<file path="config.mk">
export PLATFORM = sky130hd
export DESIGN_NAME = mem_access_unit
export DESIGN_NICKNAME = d
export VERILOG_FILES = /design/src/rtl/mem_access_unit.sv
export SDC_FILE = /design/constraint.sdc
export NUM_CORES = 1
export LEC_CHECK = 0
export ABC_AREA = 0
export CAP_MARGIN = 20
export CORE_ASPECT_RATIO = 1.25
export CORE_UTILIZATION = 49
export DETAILED_ROUTE_END_ITERATION = 8
export PLACE_DENSITY = 0.94
export SLEW_MARGIN = 20
export SYNTH_ARGS = -nofsm -noshare
export SYNTH_HDL_FRONTEND = slang
export SYNTH_SLANG_ARGS = --single-unit
</file>
<file path="constraint.sdc">
create_clock -name clk -period 3.67 [get_ports clk]
set_input_delay 0.734 -clock clk [delete_from_list [all_inputs] [get_ports clk]]
set_output_delay 0.734 -clock clk [all_outputs]
set_load 0.005 [all_outputs]
</file>
<file path="src/rtl/mem_access_unit.sv">
// Load/store stage: turns an ALU effective address plus store operand into one
// req/ack data-memory transaction and returns the extended load result.
module mem_access_unit #(
   parameter int TIMEOUT_CYCLES = 255,
   parameter int CNT_W          = 8
) (
   input  logic        clk,
   input  logic        rst_n,
   input  logic        start,
   input  logic        mem_read,
   input  logic        mem_write,
   input  logic [2:0]  funct3,
   input  logic [31:0] alu_out,
   input  logic [31:0] store_data,
   output logic        bus_req,
   output logic        bus_we,
   output logic [31:0] bus_addr,
   output logic [31:0] bus_wdata,
   output logic [3:0]  bus_wstrb,
   input  logic        bus_ack,
   input  logic [31:0] bus_rdata,
   output logic [31:0] load_data,
   output logic        done,
   output logic        busy,
   output logic        err_align,
   output logic        err_timeout
);

   typedef enum logic [1:0] {IDLE, REQ, DONE} state_t;

   localparam bit               TO_EN    = (TIMEOUT_CYCLES != 0);
   localparam logic [CNT_W-1:0] CNT_LAST = CNT_W'((TIMEOUT_CYCLES > 0) ? TIMEOUT_CYCLES - 1 : 0);

   state_t           state_q, state_d;
   logic [CNT_W-1:0] cnt_q, cnt_d;
   logic             is_load_q, is_load_d;
   logic [2:0]       funct3_q, funct3_d;
   logic [1:0]       lane_q, lane_d;
   logic             bus_req_q, bus_req_d;
   logic             bus_we_q, bus_we_d;
   logic [31:0]      bus_addr_q, bus_addr_d;
   logic [31:0]      bus_wdata_q, bus_wdata_d;
   logic [3:0]       bus_wstrb_q, bus_wstrb_d;
   logic [31:0]      load_data_q, load_data_d;
   logic             done_q, done_d;
   logic             busy_q, busy_d;
   logic             err_align_q, err_align_d;
   logic             err_timeout_q, err_timeout_d;

   logic             illegal, misalign;
   logic [7:0]       rd_byte;
   logic [15:0]      rd_half;
   logic [31:0]      rd_ext;

   always_comb begin
      illegal  = mem_write ? (funct3[2] | (funct3[1:0] == 2'b11))
                           : (funct3 == 3'b011 || funct3 == 3'b110 || funct3 == 3'b111);
      misalign = ((funct3[1:0] == 2'b01) & alu_out[0]) |
                 ((funct3[1:0] == 2'b10) & (|alu_out[1:0]));

      rd_byte = bus_rdata[8*lane_q +: 8];
      rd_half = lane_q[1] ? bus_rdata[31:16] : bus_rdata[15:0];
      case (funct3_q)
         3'b000:  rd_ext = {{24{rd_byte[7]}}, rd_byte};
         3'b001:  rd_ext = {{16{rd_half[15]}}, rd_half};
         3'b100:  rd_ext = {24'd0, rd_byte};
         3'b101:  rd_ext = {16'd0, rd_half};
         default: rd_ext = bus_rdata;
      endcase
   end

   always_comb begin
      state_d       = state_q;
      cnt_d         = cnt_q;
      is_load_d     = is_load_q;
      funct3_d      = funct3_q;
      lane_d        = lane_q;
      bus_req_d     = 1'b0;
      bus_we_d      = bus_we_q;
      bus_addr_d    = bus_addr_q;
      bus_wdata_d   = bus_wdata_q;
      bus_wstrb_d   = bus_wstrb_q;
      load_data_d   = load_data_q;
      done_d        = 1'b0;
      err_align_d   = 1'b0;
      err_timeout_d = 1'b0;

      case (state_q)
         IDLE: begin
            if (start) begin
               if (!(mem_read || mem_write)) begin
                  state_d = DONE;
                  done_d  = 1'b1;
               end else if (illegal || misalign) begin
                  state_d     = DONE;
                  done_d      = 1'b1;
                  err_align_d = 1'b1;
                  is_load_d   = !mem_write;
                  if (!mem_write) load_data_d = 32'd0;
               end else begin
                  state_d     = REQ;
                  bus_req_d   = 1'b1;
                  is_load_d   = !mem_write;
                  funct3_d    = funct3;
                  lane_d      = alu_out[1:0];
                  bus_we_d    = mem_write;
                  bus_addr_d  = {alu_out[31:2], 2'b00};
                  bus_wstrb_d = 4'b0000;
                  bus_wdata_d = 32'd0;
                  if (mem_write) begin
                     case (funct3[1:0])
                        2'b00: begin
                           bus_wstrb_d = 4'b0001 << alu_out[1:0];
                           bus_wdata_d = {4{store_data[7:0]}};
                        end
                        2'b01: begin
                           bus_wstrb_d = 4'b0011 << {alu_out[1], 1'b0};
                           bus_wdata_d = {2{store_data[15:0]}};
                        end
                        default: begin
                           bus_wstrb_d = 4'b1111;
                           bus_wdata_d = store_data;
                        end
                     endcase
                  end
               end
            end
         end
         REQ: begin
            if (bus_ack) begin
               state_d = DONE;
               done_d  = 1'b1;
               cnt_d   = '0;
               if (is_load_q) load_data_d = rd_ext;
            end else if (TO_EN && cnt_q == CNT_LAST) begin
               // Abort: bus_req falls as the state leaves REQ.
               state_d       = DONE;
               done_d        = 1'b1;
               err_timeout_d = 1'b1;
               cnt_d         = '0;
               if (is_load_q) load_data_d = 32'd0;
            end else begin
               cnt_d     = cnt_q + CNT_W'(1);
               bus_req_d = 1'b1;
            end
         end
         DONE:    state_d = IDLE;
         default: state_d = IDLE;
      endcase

      busy_d = (state_d != IDLE);
   end

   always_ff @(posedge clk or negedge rst_n) begin
      if (!rst_n) begin
         state_q       <= IDLE;
         cnt_q         <= '0;
         is_load_q     <= 1'b0;
         funct3_q      <= 3'd0;
         lane_q        <= 2'd0;
         bus_req_q     <= 1'b0;
         bus_we_q      <= 1'b0;
         bus_addr_q    <= 32'd0;
         bus_wdata_q   <= 32'd0;
         bus_wstrb_q   <= 4'd0;
         load_data_q   <= 32'd0;
         done_q        <= 1'b0;
         busy_q        <= 1'b0;
         err_align_q   <= 1'b0;
         err_timeout_q <= 1'b0;
      end else begin
         state_q       <= state_d;
         cnt_q         <= cnt_d;
         is_load_q     <= is_load_d;
         funct3_q      <= funct3_d;
         lane_q        <= lane_d;
         bus_req_q     <= bus_req_d;
         bus_we_q      <= bus_we_d;
         bus_addr_q    <= bus_addr_d;
         bus_wdata_q   <= bus_wdata_d;
         bus_wstrb_q   <= bus_wstrb_d;
         load_data_q   <= load_data_d;
         done_q        <= done_d;
         busy_q        <= busy_d;
         err_align_q   <= err_align_d;
         err_timeout_q <= err_timeout_d;
      end
   end

   assign bus_req     = bus_req_q;
   assign bus_we      = bus_we_q;
   assign bus_addr    = bus_addr_q;
   assign bus_wdata   = bus_wdata_q;
   assign bus_wstrb   = bus_wstrb_q;
   assign load_data   = load_data_q;
   assign done        = done_q;
   assign busy        = busy_q;
   assign err_align   = err_align_q;
   assign err_timeout = err_timeout_q;

endmodule
</file>
==> impl_metrics.py, run 1 <==
metrics = {
    "status": {
        "status": "finished, final reports clean",
    },
    "worst_setup_path": {
        "crit_chain": "clkdlybuf4s50_1 -> a221oi_4 -> o21bai_2 -> nand3_1 -> o31ai_1",
        "slowest_stage": "clkdlybuf4s50_1",
        "cp-start-kind": "primary input",
        "cp.arrival_ns": 3.17,
        "worstRegToRegCells": 6,
        "critPathCaptureType": "flop",
        "crit_family": "compound AO/OA/AOI/OAI gates",
        "regToRegSetupSlack_ns": 1.14,
        "crit_required_ns": 3.97,
        "critical_path_buf_inv_count": 1,
        "criticalPathCategory": "in2reg",
        "r2r-end": "load_data[0]",
        "slowest_delay_ns": 0.65,
        "r2r_start": "cnt_q[0]",
        "cp_max_fo": 17,
    },
    "power": {
        "p_leak_uw": 0.00359,
        "power_density_nw_per_um2": 634,
        "peakVddDrop_mv": 0.373,
    },
    "sta": {
        "drv_slew": 0,
        "fmax_ghz": 0.349,
        "holdWs_ns": 0.345,
        "setup_viol": 0,
        "setup-tns-final_ns": 0,
        "rsz0062_at_grt": "no",
        "worst_slack_ns": 0.804,
        "hold_violations": 0,
        "period_minus_slack_ns": 2.87,
        "slew-limit-headroom_pct": 42.0,
        "fin_worst_skew_ns": 0.00753,
        "fin_crit_sh_pct": 78.1,
        "worstMarginPinSlew_ns": 0.870,
    },
    "place": {
        "gp_congestion": 0.904,
        "hpwlAfterDp_mm": 12.6,
        "portBuffers": 208,
        "place_area_um2": 8030,
        "dp_slack_ns": 0.443,
    },
    "clocking": {
        "cts_tree": "done",
        "clock_sinks": 120,
        "clk_pin_slew_worst_paths_ns": 0.06,
        "cts-root-buf": "clkbuf_16",
        "ctsResizeCount": 0,
        "cts-hold-fix-buffers": 0,
        "clk_path_buf_depth": 2,
        "clk_latency_ns": 0.42,
        "htreeDepth": 4,
        "cts_made_buffers": 17,
        "post_cts_buffers": 0,
    },
    "global_routing": {
        "grt_pass1_vias": 5497,
        "grt_usage_pct": 30.3,
        "antenna_found_initial": 0,
        "grt_max_degree": 121,
        "grt_util_met1_pct": 36.2,
        "overflow": 0,
        "grt_pass1_wl_mm": 28.4,
        "use_met3_pct": 6.68,
        "grt.busiest_layer": "met2",
        "grt_use_met2_pct": 50.7,
    },
    "floorplanning": {
        "ioPinCount": 211,
        "core_area_um2": 11600,
        "num_rows": 44,
        "die_y_um": 124,
        "dieArea_um2": 12300,
        "die_w_um": 99.5,
        "start_util_pct": 50.2,
    },
    "min_path": {
        "hold_path_class": "in2async",
    },
    "logic_synthesis": {
        "yosysSeqAreaShare_pct": 51.5,
        "synth.distinct_cells": 52,
        "synth.avg_cell_area_um2": 10.3,
        "synth_top_area_share_pct": 51.5,
        "synth-seq-cells": 120,
        "yosysWarnings": 0,
        "synth_area_um2": 5830,
        "yosys.area.top_type": "dfrtp_1",
        "synthTopCellsByArea": "dfrtp_1 52%, mux2_1 7.5%, nand2_1 6.4%, mux2i_1 4.1%, o21ai_1 3.7%",
        "syn-instance-count": 563,
    },
    "finish": {
        "seqCellArea_um2": 3000,
        "diodes": 0,
        "multi_input_area_um2": 2610,
        "design_area_um2": 8630,
        "final_common_cell": "clkdlybuf4s50_1",
        "final_cell_mix": "207 x clkdlybuf4s50_1, 120 x dfrtp_1, 99 x nand2_1",
        "fillers": 775,
        "area_growth_pct": 48.2,
        "drive_gt1_share_pct": 9.06,
        "num-nets-final": 867,
    },
    "route": {
        "first_pass_iters": 5,
        "routedWlPerCell_um": 19.1,
        "dr.first_iter.drc_count": 490,
        "final_antenna_net_count": 0,
        "vias": 5439,
        "drc": 0,
        "drt-total-wl_mm": 17.8,
        "viasPerCell": 5.82,
    },
    "flow_run": {
        "drv_cap": 0,
    },
}
==> final cells by class <==
type                    count  area share [%]
inverters                   8           0.348
well taps                 161            2.33
clock buffers              20            5.17
clock inverters            12            1.75
multi-input cells         394            30.3
repair buffers            219            25.3
flip-flops and latches    120            34.8
==> sequential cells by signal, summed over array words and instances (netlist names), 2 cells and up <==
| name | flops |
|---|---|
| bus_wdata | 32 |
| load_data | 32 |
| bus_addr | 30 |
| cnt_q | 8 |
| bus_wstrb | 4 |
| funct3_q | 3 |
| lane_q | 2 |
| state_q | 2 |
==> cells by family after synthesis <==
group           after synthesis  synth area share [%]
mux                          79                  14.8
fa+ha+maj                     2                 0.429
buf+inv                      50                  3.97
xor+xnor                      5                 0.752
compound gates              167                  17.8
other cells                   1                0.0644
simple gates                139                  10.6
flops                       120                  51.5
==> routing by layer <==
metal	up-vias	routed length, um
met5	-	0
met2	310	9060
met3	67	1330
met1	2649	6560
li1	2413	-
met4	0	878
==> worst max-delay path by stage <==
stage                          to       start  slack [ns]  cells past startpoint
detailed placement  load_data[11]   mem_write        0.44                      5
global placement     load_data[1]   mem_write        0.40                      5
CTS                 load_data[10]   mem_write        0.83                      5
finish              load_data[10]   mem_write        0.80                      5
global route        load_data[10]  alu_out[0]        0.67                      5
floorplan            bus_addr[26]   mem_write        1.49                      6
==> per-stage QoR <==
step / power (uW) / utilization, % / std cells
after floorplan: 2680 / - / 564
after global placement: 3690 / 69.1 / 902
after detailed placement: 3780 / 69.2 / 902
after CTS: 5480 / 74.3 / 934
after global routing: 5740 / 74.3 / 934
final: 5470 / 74.3 / 934
==> power breakdown <==
part	internal [uW]	total [uW]	switching, uW
Combinational	1020	1750	729
Clock	1080	1680	602
Sequential	1730	2040	308
Total	3830	5470	1640
==> synthesized netlist by cell type (all sizes together) <==
library cell  instances
a211oi                1
a21boi                1
a21o                  3
a21oi                16
a221oi                5
a22o                  1
a31oi                32
and3b                 1
buf                  15
clkbuf               27
clkinv                1
conb                  1
dfrtp               120
ha                    2
inv                   7
mux2                 55
mux2i                24
nand2                99
nand2b                3
nand3                 4
nand3b                2
nand4                 3
nand4bb               1
nor2                 13
nor2b                 2
nor3                  3
nor3b                 3
nor4                  3
o2111ai               1
o21a                  2
o21ai                77
o21ba                 1
o21bai                1
o221ai                5
o22ai                 2
o31ai                19
or2                   2
xnor2                 2
xor2                  3
==> worst register-to-register path, stage by stage (launching register included) <==
cell and delay (ns):
dfrtp_1 0.44, inv_1 0.09, ha_1 0.14, nand3_1 0.14, o21a_1 0.42, nor3_4 0.76
mux2_1 0.40
No activity file was read; power rests on OpenSTA's default activity.
==> inputs of run 2 (changes only) <==
--- a/config.mk
+++ b/config.mk
@@ -8,9 +8,9 @@
 export ABC_AREA = 0
 export CAP_MARGIN = 20
 export CORE_ASPECT_RATIO = 1.25
-export CORE_UTILIZATION = 49
+export CORE_UTILIZATION = 45
 export DETAILED_ROUTE_END_ITERATION = 8
-export PLACE_DENSITY = 0.94
+export PLACE_DENSITY = 0.88
 export SLEW_MARGIN = 20
 export SYNTH_ARGS = -nofsm -noshare
 export SYNTH_HDL_FRONTEND = slang
==> constraint.sdc (replaced) <==
create_clock -name clk -period 2.9 [get_ports clk]
set_input_delay 0.58 -clock clk [delete_from_list [all_inputs] [get_ports clk]]
set_output_delay 0.58 -clock clk [all_outputs]
set_load 0.005 [all_outputs]
==> run 2 against run 1 <==
Against the previous run: non-clock buffer count up 10; clock-buffer cell count unchanged; clock power up 26%; global-route usage down 4.3 points; combinational power up 29%; via count down 1.3%; flip-flop and latch count unchanged; total power up 26%; sequential power up 25%; critical path type unchanged; critical endpoint is now load_data[25]; largest power group unchanged; highest routed layer unchanged.
==> impl_metrics.py, run 2 (synthesis gave the netlist of run 1 again) <==
metrics = {
    "worst_setup_path": {
        "crit_chain": "clkdlybuf4s50_1 -> nor4_4 -> o21ba_2 -> nor3_2 -> buf_4 -> buf_4 -> a31oi_1",
        "crit_family": "buffers and inverters",
        "cp.arrival_ns": 2.66,
        "path_common_cell": "buf_4",
        "criticalPathCategory": "in2reg",
        "slowest_stage": "clkdlybuf4s50_1",
        "r2r_start": "state_q[0]",
        "critical_path_buf_inv_count": 3,
        "cp_max_fo": 15,
        "crit_required_ns": 3.22,
        "worstRegToRegCells": 6,
        "r2r-end": "load_data[25]",
        "cp-start-kind": "primary input",
        "critPathCaptureType": "flop",
        "regToRegSetupSlack_ns": 0.88,
        "slowest_delay_ns": 0.55,
    },
    "route": {
        "dr.first_iter.drc_count": 271,
        "drc": 0,
        "drt-total-wl_mm": 17.2,
        "first_pass_iters": 7,
        "viasPerCell": 5.64,
        "routedWlPerCell_um": 18.1,
        "vias": 5368,
        "final_antenna_net_count": 0,
    },
    "place": {
        "portBuffers": 208,
        "gp_congestion": 0.871,
        "hpwlAfterDp_mm": 12.6,
    },
    "floorplanning": {
        "core_area_um2": 12700,
        "die_y_um": 129,
        "start_util_pct": 46.0,
        "num_rows": 46,
        "ioPinCount": 211,
        "dieArea_um2": 13400,
        "die_w_um": 104,
    },
    "clocking": {
        "cts-hold-fix-buffers": 0,
        "cts_made_buffers": 17,
        "clk_latency_ns": 0.41,
        "clk_pin_slew_worst_paths_ns": 0.05,
        "ctsResizeCount": 0,
        "clk_path_buf_depth": 2,
        "cts_tree": "done",
        "post_cts_buffers": 0,
        "clock_sinks": 120,
        "htreeDepth": 4,
        "cts-root-buf": "clkbuf_16",
    },
    "finish": {
        "area_growth_pct": 49.4,
        "drive_gt1_share_pct": 10.3,
        "final_cell_mix": "206 x clkdlybuf4s50_1, 120 x dfrtp_1, 99 x nand2_1",
        "diodes": 0,
        "finish.utilization_pct": 68.7,
        "num-nets-final": 877,
        "final_common_cell": "clkdlybuf4s50_1",
    },
    "power": {
        "p_leak_uw": 0.00365,
        "peakVddDrop_mv": 0.382,
        "power_density_nw_per_um2": 792,
    },
    "sta": {
        "fin_worst_skew_ns": 0.0171,
        "setup_viol": 0,
        "worstMarginPinSlew_ns": 0.794,
        "fmax_ghz": 0.428,
        "slew-limit-headroom_pct": 46.9,
        "fin_crit_sh_pct": 80.6,
        "drv_slew": 0,
        "period_minus_slack_ns": 2.34,
        "rsz0062_at_grt": "no",
        "setup-tns-final_ns": 0,
        "hold_violations": 0,
    },
    "status": {
        "status": "finished, final reports clean",
    },
    "flow_run": {
        "drv_cap": 0,
    },
    "global_routing": {
        "grt_pass1_wl_mm": 27.5,
        "grt_max_degree": 78,
        "grt_usage_pct": 26.0,
        "antenna_found_initial": 0,
        "overflow": 0,
        "grt_pass1_vias": 5452,
    },
    "min_path": {
        "hold_path_class": "in2async",
    },
}
==> run 2: changes by cell type in the layout (fill, tap and decap cells not counted), sizes merged <==
cell           change
buf               +11
clkinv             +1
inv                +1
clkdlybuf4s50      -1
clkinvlp           -2
==> run 2: worst max-delay path by stage <==
stage               startpoint       endpoint  slack (ns)  depth (start not counted)
floorplan            mem_write   bus_addr[26]        0.87                          6
global placement     funct3[0]   load_data[3]        0.27                          6
detailed placement   funct3[0]  load_data[25]        0.17                          7
CTS                  funct3[0]  load_data[25]        0.58                          7
global route         funct3[0]  load_data[29]        0.47                          7
finish               funct3[0]  load_data[25]        0.56                          7
==> run 2: where the power goes <==
group,switching (uW),leakage [uW],internal (uW)
Clock,740,0.000286,1370
Sequential,352,0.00153,2190
Combinational,932,0.00184,1310
Total,2020,0.00365,4870
==> run 2: metal layers <==
metal  routed length, um  track usage [%]
met5                   0                0
met2                8900             44.9
met1                6550             31.4
met4                 480             11.9
met3                1230             5.53
==> run 2: area by class of cell <==
type | count | area, um^2
Clock inverter | 12 | 150
Fill cell | 944 | 3960
Inverter | 8 | 30.0
Tap cell | 168 | 210
Timing Repair Buffer | 229 | 2260
Multi-Input combinational cell | 394 | 2610
Sequential cell | 120 | 3000
Clock buffer | 20 | 447
==> run 2: per-stage QoR <==
stage                     total power, uW  setup WS (ns)  instances  hold slack (ns)  cell area, um^2
after detailed placement             4790          0.171        919            0.475             8110
after global routing                 7260          0.469        951            0.251             8700
after floorplan                      3390          0.875        564            0.284             5830
final                                6900          0.563        951            0.195             8700
after global placement               4670          0.266        919            0.467             8110
after CTS                            6930          0.579        951            0.227             8700
==> inputs of run 3 (changes only) <==
==> constraint.sdc (replaced) <==
create_clock -name clk -period 2.18 [get_ports clk]
set_input_delay 0.436 -clock clk [delete_from_list [all_inputs] [get_ports clk]]
set_output_delay 0.436 -clock clk [all_outputs]
set_load 0.005 [all_outputs]
==> run 3 against run 2 <==
Against the previous run: die area unchanged; via count up 1.6%; utilization up 1.4 points; register-to-register slack worse by 0.57 ns; highest routed layer unchanged; first-iteration DRC count down 1.8%; clock skew down 0.0014 ns.
==> impl_metrics.py, run 3 (synthesis gave the netlist of run 1 again) <==
metrics = {
    "status": {
        "status": "finished, final reports clean",
    },
    "route": {
        "first_pass_iters": 7,
        "final_antenna_net_count": 0,
        "vias": 5453,
        "drc": 0,
        "met1_length_mm": 6.67,
        "wl_met2_mm": 8.95,
        "dr_wl_met3_mm": 1.19,
        "top_layer": "met4",
        "viasPerCell": 5.63,
        "dr.first_iter.drc_count": 266,
        "drt-total-wl_mm": 17.7,
        "routedWlPerCell_um": 18.2,
    },
    "place": {
        "portBuffers": 208,
        "gp_congestion": 0.862,
        "dp_cells": 936,
        "hpwlAfterDp_mm": 12.9,
    },
    "global_routing": {
        "grt_pass1_wl_mm": 28.2,
        "antenna_found_initial": 0,
        "grt_usage_pct": 27.1,
        "grt_pass1_vias": 5584,
        "grt_max_degree": 47,
        "overflow": 0,
    },
    "sta": {
        "setup-tns-final_ns": 0,
        "fin_crit_sh_pct": 86.7,
        "drv_slew": 0,
        "period_minus_slack_ns": 1.89,
        "hold_violations": 0,
        "rsz0062_at_grt": "no",
        "fin_worst_skew_ns": 0.0157,
        "setup_viol": 0,
        "fmax_ghz": 0.529,
    },
    "clocking": {
        "cts_tree": "done",
        "clk_pin_slew_worst_paths_ns": 0.06,
        "post_cts_buffers": 0,
        "clock_sinks": 120,
        "cts-root-buf": "clkbuf_16",
        "clk_latency_ns": 0.42,
        "htreeDepth": 4,
        "cts_made_buffers": 17,
        "cts-hold-fix-buffers": 1,
        "ctsResizeCount": 0,
        "clk_path_buf_depth": 2,
    },
    "power": {
        "power_density_nw_per_um2": 1040,
        "pwr-share-seq_pct": 37.0,
        "peakVddDrop_mv": 0.599,
        "p_leak_uw": 0.00375,
        "comb_power_share_pct": 32.6,
        "p_int_uw": 6500,
        "pwr-share-clk_pct": 30.4,
        "p_switching_uw": 2760,
        "netSwitchingFraction_pct": 29.8,
    },
    "worst_setup_path": {
        "cp.arrival_ns": 2.18,
        "regToRegSetupSlack_ns": 0.31,
        "crit_path_start": "funct3[0]",
        "r2r_start": "cnt_q[0]",
        "critPathCaptureType": "flop",
        "slowest_stage": "clkdlybuf4s50_1",
        "criticalPathCategory": "in2reg",
        "cp-start-kind": "primary input",
        "crit_chain": "clkdlybuf4s50_1 -> nor4_4 -> buf_4 -> o21bai_2 -> buf_4 -> a31oi_1 -> a31oi_1",
        "slowest_delay_ns": 0.53,
        "cp_max_fo": 16,
        "crit_required_ns": 2.47,
    },
    "floorplanning": {
        "die_w_um": 104,
        "start_util_pct": 46.0,
        "num_rows": 46,
        "die_y_um": 129,
        "ioPinCount": 211,
        "core_area_um2": 12700,
        "dieArea_um2": 13400,
    },
    "finish": {
        "final_common_cell": "clkdlybuf4s50_1",
        "diodes": 0,
        "area_growth_pct": 52.5,
        "stdcell_count": 969,
        "drive_gt1_share_pct": 12.5,
        "final_cell_mix": "206 x clkdlybuf4s50_1, 120 x dfrtp_1, 99 x nand2_1",
        "num-nets-final": 895,
    },
    "flow_run": {
        "drv_cap": 0,
    },
    "min_path": {
        "hold_path_class": "in2async",
    },
}
## run 3: cell types whose count changed in the layout (fill, tap and decap cells not counted), sizes merged
cell         delta
clkbuf          +1
clkinv          -1
bufinv          -1
clkinvlp        +2
dlygate4sd3     +1
buf            +17
inv             -1
## run 3: critical path, delay by kind of cell
family,cells,cell delay (ns)
AO/OA/AOI/OAI,3,0.40
AND/OR/NAND/NOR,1,0.42
buffers and inverters,3,0.93
## run 3: cell type report
type | count | area (um^2)
flip-flops and latches | 120 | 3000
well taps | 168 | 210
inverters | 8 | 30.0
multi-input cells | 394 | 2610
repair buffers | 247 | 2430
clock inverters | 11 | 121
fillers | 935 | 3780
clock buffers | 21 | 480
## run 3: worst paths after layout
check,to,cells after the start
setup / recovery,load_data[22],7
hold / removal,load_data[30],2
setup reg to reg,load_data[22],8
hold reg to reg,bus_addr[25],1
max in group asynchronous,state_q[1],3
min in group clk,bus_addr[25],1
## run 3: metal layers
metal | GRT usage, % | vias to the layer above
met2 | 46.1 | 260
met5 | 0 | -
met3 | 6.49 | 74
met4 | 16.1 | 0
met1 | 31.4 | 2653
li1 | - | 2466
## run 3: power groups by stage
stage               Clock [uW]  Sequential, uW  Combinational (uW)
finish                    2810            3430                3020
global route              2930            3500                3290
CTS                       2840            3410                3030
detailed placement           0            3430                3000
global placement             0            3380                2880
floorplan                    0            3360                1150
## run 3: through the flow
stage | utilization [%] | total power, uW | hold slack [ns] | setup WS [ns] | cell area [um^2]
after floorplan | - | 4510 | 0.140 | 0.299 | 5830
after global placement | 65.3 | 6260 | 0.319 | -0.0403 | 8270
after detailed placement | 65.3 | 6430 | 0.317 | -0.107 | 8270
after CTS | 70.2 | 9290 | 0.429 | 0.296 | 8880
after global routing | 70.2 | 9720 | 0.440 | 0.188 | 8880
final | 70.2 | 9260 | 0.439 | 0.291 | 8880
